===== src/rtl/muldiv_seq_pkg.sv =====
// Shared types and constants for the iterative RV32M multiply/divide sequencer.
package muldiv_seq_pkg;

  localparam int unsigned MULDIV_ITERATIONS = 32;

  typedef enum logic [2:0] {
    OP_MUL    = 3'd0,
    OP_MULH   = 3'd1,
    OP_MULHSU = 3'd2,
    OP_MULHU  = 3'd3,
    OP_DIV    = 3'd4,
    OP_DIVU   = 3'd5,
    OP_REM    = 3'd6,
    OP_REMU   = 3'd7
  } muldiv_op_t;

  typedef enum logic [1:0] {
    ST_IDLE = 2'd0,
    ST_CALC = 2'd1,
    ST_DONE = 2'd2
  } muldiv_state_t;

endpackage


===== src/rtl/muldiv_seq_step.sv =====
// One combinational iteration: shift-add multiply step or restoring divide step.
module muldiv_step #(
  parameter int unsigned XLEN = 32
) (
  input  logic            div,
  input  logic [XLEN-1:0] hi,
  input  logic [XLEN-1:0] lo,
  input  logic [XLEN-1:0] opnd,
  output logic [XLEN-1:0] hi_next,
  output logic [XLEN-1:0] lo_next
);

  logic [XLEN:0] sum;
  logic [XLEN:0] trial;
  logic [XLEN:0] diff;

  always_comb begin
    sum     = {1'b0, hi} + (lo[0] ? {1'b0, opnd} : '0);
    trial   = {hi, lo[XLEN-1]};
    diff    = trial - {1'b0, opnd};
    hi_next = '0;
    lo_next = '0;
    if (div) begin
      // hi is the partial remainder, lo shifts dividend bits out and quotient bits in
      if (trial >= {1'b0, opnd}) begin
        hi_next = diff[XLEN-1:0];
        lo_next = {lo[XLEN-2:0], 1'b1};
      end else begin
        hi_next = trial[XLEN-1:0];
        lo_next = {lo[XLEN-2:0], 1'b0};
      end
    end else begin
      hi_next = sum[XLEN:1];
      lo_next = {sum[0], lo[XLEN-1:1]};
    end
  end

endmodule


===== src/rtl/muldiv_seq.sv =====
// Iterative RV32M multiply/divide sequencer, one bit per cycle.
// Define MULDIV_DIV_EN to build the divider; otherwise divide ops return illegal_op.
module muldiv_seq
  import muldiv_seq_pkg::*;
#(
  parameter int unsigned XLEN = 32
) (
  input  logic            clk,
  input  logic            reset,
  input  logic            start_valid,
  output logic            start_ready,
  input  logic [2:0]      op,
  input  logic [XLEN-1:0] rs1,
  input  logic [XLEN-1:0] rs2,
  input  logic            flush,
  output logic            result_valid,
  input  logic            result_ready,
  output logic [XLEN-1:0] result,
  output logic            illegal_op
);

  muldiv_state_t   state;
  muldiv_op_t      op_in;
  muldiv_op_t      op_q;
  logic [4:0]      cnt;
  logic            neg_q;
  logic [XLEN-1:0] hi, lo, opnd;
  logic [XLEN-1:0] step_hi, step_lo;
  logic            step_div;

  logic            a_signed, b_signed, a_neg, b_neg, res_neg, is_div_in;
  logic [XLEN-1:0] a_mag, b_mag;
  logic [2*XLEN-1:0] prod, prod_fix;
  logic [XLEN-1:0] final_res;

  assign start_ready = (state == ST_IDLE) && !reset;
  assign op_in       = muldiv_op_t'(op);
  assign is_div_in   = op[2];

  always_comb begin
    a_signed = (op_in == OP_MUL) || (op_in == OP_MULH) || (op_in == OP_MULHSU) ||
               (op_in == OP_DIV) || (op_in == OP_REM);
    b_signed = (op_in == OP_MUL) || (op_in == OP_MULH) ||
               (op_in == OP_DIV) || (op_in == OP_REM);
    a_neg    = a_signed && rs1[XLEN-1];
    b_neg    = b_signed && rs2[XLEN-1];
    a_mag    = a_neg ? -rs1 : rs1;
    b_mag    = b_neg ? -rs2 : rs2;
    res_neg  = ((op_in == OP_REM) || (op_in == OP_REMU)) ? a_neg : (a_neg ^ b_neg);
  end

`ifdef MULDIV_DIV_EN
  logic            special;
  logic [XLEN-1:0] special_res;

  assign step_div = op_q[2];

  always_comb begin
    special     = 1'b0;
    special_res = '0;
    if (is_div_in && (rs2 == '0)) begin
      special     = 1'b1;
      special_res = op[1] ? rs1 : '1;
    end else if (((op_in == OP_DIV) || (op_in == OP_REM)) &&
                 (rs1 == {1'b1, {(XLEN-1){1'b0}}}) && (rs2 == '1)) begin
      special     = 1'b1;
      special_res = op[1] ? '0 : {1'b1, {(XLEN-1){1'b0}}};
    end
  end
`else
  assign step_div = 1'b0;
`endif

  muldiv_step #(.XLEN(XLEN)) u_step (
    .div     (step_div),
    .hi      (hi),
    .lo      (lo),
    .opnd    (opnd),
    .hi_next (step_hi),
    .lo_next (step_lo)
  );

  // Sign fix-up is applied to the last step's output so the result lands on the final CALC edge
  always_comb begin
    prod      = {step_hi, step_lo};
    prod_fix  = neg_q ? -prod : prod;
    final_res = '0;
    case (op_q)
      OP_MUL:                      final_res = prod_fix[XLEN-1:0];
      OP_MULH, OP_MULHSU, OP_MULHU: final_res = prod_fix[2*XLEN-1:XLEN];
      OP_DIV, OP_DIVU:             final_res = neg_q ? -step_lo : step_lo;
      default:                     final_res = neg_q ? -step_hi : step_hi;
    endcase
  end

  always_ff @(posedge clk) begin
    if (reset) begin
      state        <= ST_IDLE;
      result       <= '0;
      result_valid <= 1'b0;
      illegal_op   <= 1'b0;
      cnt          <= '0;
      op_q         <= OP_MUL;
      neg_q        <= 1'b0;
      hi           <= '0;
      lo           <= '0;
      opnd         <= '0;
    end else if (flush) begin
      state        <= ST_IDLE;
      result_valid <= 1'b0;
    end else begin
      case (state)
        ST_IDLE: begin
          if (start_valid) begin
            op_q       <= op_in;
            neg_q      <= res_neg;
            cnt        <= 5'(MULDIV_ITERATIONS - 1);
            illegal_op <= 1'b0;
            hi         <= '0;
            lo         <= is_div_in ? a_mag : b_mag;
            opnd       <= is_div_in ? b_mag : a_mag;
`ifdef MULDIV_DIV_EN
            if (special) begin
              result <= special_res;
              state  <= ST_DONE;
            end else begin
              state  <= ST_CALC;
            end
`else
            if (is_div_in) begin
              result     <= '0;
              illegal_op <= 1'b1;
              state      <= ST_DONE;
            end else begin
              state      <= ST_CALC;
            end
`endif
          end
        end
        ST_CALC: begin
          hi  <= step_hi;
          lo  <= step_lo;
          cnt <= cnt - 5'd1;
          if (cnt == '0) begin
            result <= final_res;
            state  <= ST_DONE;
          end
        end
        ST_DONE: begin
          // result_valid trails DONE entry by one cycle, so it never sees a half-written result
          if (!result_valid) begin
            result_valid <= 1'b1;
          end else if (result_ready) begin
            result_valid <= 1'b0;
            state        <= ST_IDLE;
          end
        end
        default: state <= ST_IDLE;
      endcase
    end
  end

endmodule


===== config.mk =====
export PLATFORM = sky130hd
export DESIGN_NAME = muldiv_seq
export DESIGN_NICKNAME = d
export VERILOG_FILES = /design/src/rtl/muldiv_seq_pkg.sv /design/src/rtl/muldiv_seq_step.sv /design/src/rtl/muldiv_seq.sv
export SDC_FILE = /design/constraint.sdc
export NUM_CORES = 1
export LEC_CHECK = 0
export ABC_AREA = 1
export BUFFER_PORTS_ARGS = -buffer_cell sky130_fd_sc_hd__buf_2
export CAP_MARGIN = 20
export CORE_MARGIN = 2
export CORE_UTILIZATION = 45
export CTS_CLUSTER_SIZE = 28
export DETAILED_ROUTE_END_ITERATION = 8
export SYNTH_ARGS = -nofsm -noshare
export SYNTH_HDL_FRONTEND = slang
export SYNTH_SLANG_ARGS = --single-unit

===== constraint.sdc =====
create_clock -name clk -period 4.7 [get_ports clk]
set_input_delay 0 -clock clk [delete_from_list [all_inputs] [get_ports clk]]
set_output_delay 0 -clock clk [all_outputs]
set_load 0.02 [all_outputs]

Word level (Yosys, flattened, before mapping) --
Index checks and enable logic that the tools add are counted.
Storage, ports and cells: register bits after elaboration 141, latch bits 0, RAM bits 0, bits in read-only memories 0, input bits 72, logic and storage cells 88, memories 0
Operators by class: add/sub/neg operators 7, $mul 0, divide/modulo/power cells 0, $lt $le $gt $ge 0, eq/ne operators 17, shift-type cells 0, muxes and demuxes 29, bitwise logic cells 2, reductions and logical operators 23
Operator list (count):
- $mux 32 | 12
- $pmux 32 s2 | 3
- $neg 32->32 | 4
- $pmux 32 s3 | 1
- $mux 64 | 1
- $neg 64->64 | 1
- $add 32x33->33 | 1
- $eq 3x3->1 const B | 5
- $mux 2 | 5
- $ne 2x2->1 const B | 5
- $pmux 5 s2 | 1
- $eq 3x2->1 const B | 3
- $logic_or 1x1->1 | 7
- $eq 3x1->1 const B | 2
- $logic_not 3->1 | 2
- $pmux 2 s3 | 1
- $reduce_and 3->1 | 2
- $logic_not 5->1 | 1
- $mux 5 | 1
- $reduce_and 5->1 | 1
- $sub 5x1->5 const B | 1
- $mux 1 | 4
- $reduce_and 4->1 | 1
- $reduce_or 2->1 | 2
- other kinds (9) | 11

Depth between registers and ports, before layout --
Gate-level depths: netlist of the first run.
depth in word-level cells 10, gate-level depth with buffers 28, depth with buffers taken out 26

Modules after synthesis --
A second synthesis of the first run with hierarchy kept.
Unflattened totals: cells, all modules 3408, area total of the unflattened synthesis 18092.4 sq um
Modules (own cells, without submodules):
- muldiv_seq | instances 1, cells each 2136, area each 11812.6 sq um
- muldiv_step | instances 1, cells each 1272, area each 6279.8 sq um

Worst setup path after synthesis of the first run --
No wires, ideal clock.
path kind reg2reg, start point register lo[0], end point register result[24], setup time 132 ps, arrival 2848 ps, path slack 1720 ps, cell stages (with the launch flop) 24, buffers on the path 2, period minus slack after synthesis 2980 ps, cells stage by stage dfxtp_1 -> clkbuf_1 -> clkbuf_1 -> nand2_1 -> inv_1 -> ha_1 -> fa_1 -> nand2_1 -> nand2_1 -> nand3_1 -> nand2_2 -> xor2_1 -> nor2_1 -> nand2_1 -> nor2_1 -> nand2_2 -> o21ai_4 -> nand2_1 -> nand2_1 -> nand2_1 -> o21ai_1 -> inv_1 -> nand2_1 -> a21oi_1
Between the ends: word-level cells in the longest chain between the ends 7, elaborated cells on any way between the ends 9, those cells by class add/sub (3); mux (6)
Ends and longest elaborated chain:
- start, declared | RTL line muldiv_seq.sv:27 | logic [XLEN-1:0] hi, lo, opnd;
- start signal, assigned | RTL line muldiv_seq.sv:120 | lo <= is_div_in ? a_mag : b_mag;
- start signal, assigned | RTL line muldiv_seq.sv:142 | lo <= step_lo;
- $mux 32 * | RTL line muldiv_seq_step.sv:18 | sum = {1'b0, hi} + (lo[0] ? {1'b0, opnd} : '0);
- $add 32x33->33 * | RTL line muldiv_seq_step.sv:18
- $neg 64->64 or $neg 32->32 (tied branches) | RTL line muldiv_seq.sv:86, muldiv_seq.sv:92
- $mux 64 or $mux 32 (tied branches) | RTL line muldiv_seq.sv:86, muldiv_seq.sv:92
- $pmux 32 s3 * | RTL line muldiv_seq.sv:88 | case (op_q)
- $mux 32 * | RTL line muldiv_seq.sv:144 | if (cnt == '0) begin
- $pmux 32 s2 * | RTL line muldiv_seq.sv:112 | case (state)
- end signal, assigned | RTL line muldiv_seq.sv:145 | result <= final_res;
- end, declared | RTL line muldiv_seq.sv:18 | output logic [XLEN-1:0] result,
Every way passes the cells marked *; elsewhere a longest branch is shown, timed or not. The select of a mux whose other input is x is not followed. A chain may end at the register's enable or synchronous reset.

Worst setup path after layout of the first run --
start point register lo[0], end point register result[14]
Same word-level chain as after synthesis.

==> flow_summary.ini, run 1 <==
[finish]
final_util_pct = 51.2
layout_common_cells = nand2_1 (739), inv_1 (318), nor2_1 (185), a21oi_1 (175), nand3_1 (142)
n_antenna_cell = 0
final_common_cell = nand2_1
nets = 2492
area_growth_pct = 11.8
drive_gt1_share_pct = 10.7

[setup_path]
cp-start-kind = flop
crit_arrival_ns = 4.01
crit_slowest_cell = xnor2_1
path_cells = buf_4, nand2_1, inv_1, ha_1, nand2_1, nand2_1, nand2_1, nand2_1, inv_2, nand3_2, xnor2_1, nand3_1, o21ai_1, nand2_1, nand2_1, nand3_1, nand4_1, a21oi_1
worstPathRequired_ns = 4.99
critPathLaunch = lo[0]
cp_top_family = simple AND/OR/NAND/NOR gates
crit_buf_inv = 3
cp_common_cell = nand2_1
worst-setup-path-type = flop to flop
slowest_delay_ns = 0.59
cp_max_fo = 31
rr_startpoint = lo[0]
setup.worst_path.end_class = flop

[clock_tree]
cts_max_path_buffers = 2
clkSinkCount = 140
clk_pin_slew_ns = 0.07
numCtsBuffers = 17
h-tree-depth = 4
clk_latency_ns = 0.45
root_buffer = clkbuf_16
cts_tree = built
cts_resized = 0

[synth]
synthDistinctLibCells = 58
avgSynthCellArea_sq_um = 5.71
seq_area_frac_synth_pct = 21.3
yosys_warnings = 0
syn_inst = 2309
netlist_area_sq_um = 13200
syn_nets = 2420
ys_ff_latch = 140

[sta]
grt_setup_unrepaired = no
final-setup-viol-count = 0
fmax_mhz = 269
maxSlewViolCount = 0
relSlewSlack_pct = 30.9
min_period_ns = 3.72
setup_tns_ns = 0
final.period_utilization_pct = 79.1
fin_worst_skew_ns = 0.0144
hold_violations = 0
worst_slew_pin_slew_ns = 1.03

[grt]
globalRouteOverflowTotal = 0
track_usage_pct = 33.3
grt_pass1_wl_mm = 78.6
antenna_found_initial = 0
grt_max_degree = 85
grt_pass1_vias = 14036

[job]
maxCapViolCount = 0

[drt]
drt-initial-drc-count = 1272
wirelength_mm = 51.1
vias_per_cell = 5.51
via_count = 15299
dr.pass1.iters = 6
drc = 0
ant_nets = 0
avgRoutedWirePerCell_microns = 18.4

[power]
power.switching_uw = 1300
internal-power_uw = 2220
max-vdd-ir-drop_mv = 0.247
p_leak_uw = 0.00767
p_per_area_nw_per_um2 = 239
switching_share_pct = 37.0
p_clk_share_pct = 38.3
seqPwrFrac_pct = 37.1
power_frac_comb_pct = 24.5

[place]
io_buffers = 106
gp_congestion = 0.980
dp_hpwl_mm = 40.6

[floorplan]
die_h_microns = 175
num_io_pins = 107
rows = 62
initial_utilization_pct = 45.8
die_width_microns = 175
core_sq_um = 28800
fp.dieArea_sq_um = 30700

[run_status]
outcome = completed

[min_path]
hold_path.startpoint = rs2[5]
hold_class = input pin to flop
-- cell families after synthesis --
group                      synth area share [%]
and+or+nand+nor                            40.0
buffers and inverters                      12.0
AOI/OAI and AO/OA                          18.0
DFF                                        21.3
xor gates and xnor gates                   4.96
adders and majority gates                  3.76
-- routing by layer --
metal	global-route usage (%)	wire, microns	vias up
li1	-	-	7589
met5	0	0	-
met4	17.5	2650	0
met3	3.96	2840	118
met1	43.0	22500	7019
met2	54.2	23200	573
-- flip-flops by register name (all words and copies together) (netlist names) --
| name | cells |
|---|---|
| op_q | 2 |
| neg_q | 1 |
| lo | 32 |
| result_valid | 1 |
| cnt | 5 |
| illegal_op | 1 |
| opnd | 32 |
| state | 2 |
| result | 32 |
| hi | 32 |
-- Yosys cell counts (all sizes together) --
library cell / instances / share of area (%)
nand2: 765 / 22
inv: 330 / 9.4
nor2: 208 / 6.4
a21oi: 179 / 6.9
nand3: 145 / 5.6
dfxtp: 140 / 21
o21ai: 117 / 4.7
clkbuf: 76 / 2.2
xor2: 62 / 4.2
o211ai: 45 / 2.6
nor3: 39 / 2.0
ha: 38 / 3.6
nand4: 29 / 1.4
a221oi: 18 / 1.2
a31oi: 18 / 0.85
or2: 14 / 0.66
nand3b: 12 / 0.68
xnor2: 11 / 0.79
buf: 10 / 0.31
nor4: 9 / 0.47
and2: 6 / 0.28
clkinv: 5 / 0.14
o221ai: 5 / 0.33
o21bai: 3 / 0.17
o22ai: 3 / 0.14
a211oi: 2 / 0.15
a21o: 2 / 0.11
a22o: 2 / 0.13
and3: 2 / 0.095
nor3b: 2 / 0.11
o2111ai: 2 / 0.13
o21a: 2 / 0.11
a2111oi: 1 / 0.066
a221o: 1 / 0.076
a41oi: 1 / 0.066
fa: 1 / 0.15
o311ai: 1 / 0.066
o31ai: 1 / 0.057
o32ai: 1 / 0.066
o41ai: 1 / 0.066
-- power groups by stage --
| stage | registers [uW] | clock network (uW) | logic (uW) |
|---|---|---|---|
| after floorplan | 1300 | 0 | 567 |
| after global placement | 1330 | 0 | 833 |
| after detailed placement | 1330 | 0 | 835 |
| after CTS | 1300 | 1360 | 847 |
| after global routing | 1310 | 1410 | 948 |
| final | 1310 | 1350 | 862 |
-- metrics by stage --
stage | setup WS [ns] | cells | instance area (sq um) | power (uW) | hold WS [ns]
finish | 0.984 | 2778 | 14700 | 3520 | 0.0199
global route | 0.602 | 2778 | 14700 | 3670 | 0.0297
CTS | 0.990 | 2778 | 14700 | 3510 | 0.00209
detailed placement | 1.02 | 2732 | 14000 | 2170 | 0.251
global placement | 0.999 | 2732 | 14000 | 2160 | 0.245
floorplan | 1.72 | 2309 | 13200 | 1870 | 0.135
-- area by class of cell --
| type | count | area [sq um] |
|---|---|---|
| Clock buffer | 18 | 439 |
| Clock inverter | 14 | 129 |
| Fill cell | 3079 | 14000 |
| Inverter | 335 | 1260 |
| Multi-Input combinational cell | 1748 | 8810 |
| Sequential cell | 140 | 2800 |
| Tap cell | 384 | 480 |
| Timing Repair Buffer | 139 | 816 |
-- worst register-to-register path: stages (launching register included) --
cell	delay, ns
dfxtp_1	0.34
buf_4	0.32
nand2_1	0.09
inv_1	0.06
ha_1	0.27
nand2_1	0.09
nand2_1	0.11
nand2_1	0.09
nand2_1	0.09
inv_2	0.06
nand3_2	0.14
xnor2_1	0.59
nand3_1	0.33
o21ai_1	0.29
nand2_1	0.13
nand2_1	0.22
nand3_1	0.10
nand4_1	0.15
a21oi_1	0.08
-- worst paths after layout --
kind,depth (start not counted),to,slack (ns)
setup reg to reg,18,result[14],0.98
hold reg to reg,2,result[13],0.46
setup / recovery,18,result[14],0.98
hold / removal,6,opnd[5],0.02
-- repair_timing --
item                                    CTS  global route
hold endpoints to repair                 18             0
hold buffers                             14             0
setup buffers                             0             0
endpoints found under the setup margin    0             0
Power figures use the tool's default switching activity.
==> run 2: changes to the inputs <==
--- a/config.mk
+++ b/config.mk
@@ -12,6 +12,7 @@
 export CORE_UTILIZATION = 45
 export CTS_CLUSTER_SIZE = 28
 export DETAILED_ROUTE_END_ITERATION = 8
+export PLACE_DENSITY = 0.65
 export SYNTH_ARGS = -nofsm -noshare
 export SYNTH_HDL_FRONTEND = slang
 export SYNTH_SLANG_ARGS = --single-unit
==> constraint.sdc (replaced) <==
create_clock -name clk -period 3.34 [get_ports clk]
set_input_delay 0 -clock clk [delete_from_list [all_inputs] [get_ports clk]]
set_output_delay 0 -clock clk [all_outputs]
set_load 0.02 [all_outputs]
==> flow_summary.ini, run 2 (synthesis results as in run 1) <==
[run_status]
outcome = completed

[sta]
worst_slew_pin_slew_ns = 1.11
maxSlewViolCount = 0
hold_violations = 0
fin_worst_skew_ns = 0.0125
setup_tns_ns = 0
min_period_ns = 3.20
fmax_mhz = 313
grt_setup_unrepaired = yes
final.period_utilization_pct = 95.7
hold_ws_ns = 0.00563
relSlewSlack_pct = 26.2
setup_ws_ns = 0.143
final-setup-viol-count = 0

[floorplan]
num_io_pins = 107
initial_utilization_pct = 45.8
die_width_microns = 175
core_sq_um = 28800
fp.dieArea_sq_um = 30700
rows = 62
die_h_microns = 175

[drt]
drt-initial-drc-count = 1407
via_count = 15508
top_layer = met4
avgRoutedWirePerCell_microns = 18.2
drt-met1-wl_mm = 21.9
dr.pass1.iters = 5
ant_nets = 0
vias_per_cell = 5.51
wl_met3_mm = 3.37
met2_length_mm = 23.5
drc = 0
wirelength_mm = 51.3

[setup_path]
cp_top_family = simple AND/OR/NAND/NOR gates
crit_arrival_ns = 3.48
slowest_delay_ns = 0.37
crit_buf_inv = 2
cp-start-kind = flop
setup.worst_path.end_class = flop
worst-setup-path-type = flop to flop
path_cells = buf_12, nand2_1, inv_1, ha_1, nand2_2, nor2_4, and2_4, nand4_1, nand3_1, nand2_1, nand2_1, nand2_2, nor2_4, nand2_2, o21ai_4, nand2_1, nand2_1, nand2_1, nand2_1, nand2_1, nand2_1, a21oi_2
cp_common_cell = nand2_1
crit_slowest_cell = dfxtp_4
worstPathRequired_ns = 3.62
cp_max_fo = 16

[power]
max-vdd-ir-drop_mv = 0.386
p_per_area_nw_per_um2 = 321
p_leak_uw = 0.00793
p_total_uw = 4990

[grt]
grt_pass1_wl_mm = 78.7
grt_max_degree = 92
grt_pass1_vias = 14357
track_usage_pct = 33.0
antenna_found_initial = 0
globalRouteOverflowTotal = 0

[finish]
nets = 2531
n_antenna_cell = 0
final_common_cell = nand2_1
fin_cells = 2817
fillCellCount = 3045
area_growth_pct = 18.1
layout_common_cells = nand2_1 (706), inv_1 (318), a21oi_1 (166), nor2_1 (160), dfxtp_1 (138)
drive_gt1_share_pct = 16.4

[clock_tree]
clk_pin_slew_ns = 0.07
clkSinkCount = 140
cts_tree = built
cts_max_path_buffers = 2
clk_latency_ns = 0.44
numCtsBuffers = 17
root_buffer = clkbuf_16
h-tree-depth = 4

[place]
pre_cts_slack_ns = -0.0505
gp_congestion = 0.987
dp_hpwl_mm = 40.2
io_buffers = 106
placedCellCount = 2766

[min_path]
hold_class = input pin to flop

[job]
maxCapViolCount = 0
run 2: path summary, 6_finish.rpt:
path                   from          to  slack, ns  depth (start not counted)
setup reg to reg      lo[0]  result[29]       0.14                         22
setup / recovery      lo[0]  result[29]       0.14                         22
hold / removal        op[2]    state[0]      0.006                          4
hold reg to reg   result[8]   result[8]       0.46                          2
run 2: worst min-delay path, delay by kind of cell:
kind                   cells  cell delay [ns]
AOI/OAI and AO/OA          1             0.09
buffers and inverters      2             0.22
and+or+nand+nor            1             0.08
run 2: layout make-up:
class / count / area, sq um / area share, %
Clock buffer: 19 / 443 / 2.84
Sequential cell: 140 / 2810 / 18.0
Inverter: 335 / 1260 / 8.08
Timing Repair Buffer: 178 / 1140 / 7.34
Multi-Input combinational cell: 1748 / 9310 / 59.8
Tap cell: 384 / 480 / 3.09
Clock inverter: 13 / 130 / 0.836
run 2: layer usage:
layer / global-route usage [%] / vias to the layer above
li1: - / 7655
met1: 42.4 / 7105
met2: 54.4 / 617
met3: 4.31 / 131
met4: 15.9 / 0
met5: 0 / -
run 2: report_power, final:
part           total [uW]  internal (uW)  switching [uW]
Clock                1890           1060             830
Combinational        1270            403             863
Sequential           1830           1740            89.4
run 2: repair_timing:
item / 4_1_cts / 5_1_grt
hold endpoints to repair: 11 / 0
pin swaps: 1 / 12
buffers inserted: 0 / 7
cloned: 0 / 1
resized for setup: 6 / 125
setup endpoints to repair: 4 / 25
hold buffers: 11 / 0
run 2: metrics by stage:
stage / utilization, % / instance area (sq um)
after floorplan: - / 13200
after global placement: 49.7 / 14300
after detailed placement: 49.7 / 14300
after CTS: 52.2 / 15000
after global routing: 54.1 / 15600
final: 54.1 / 15600
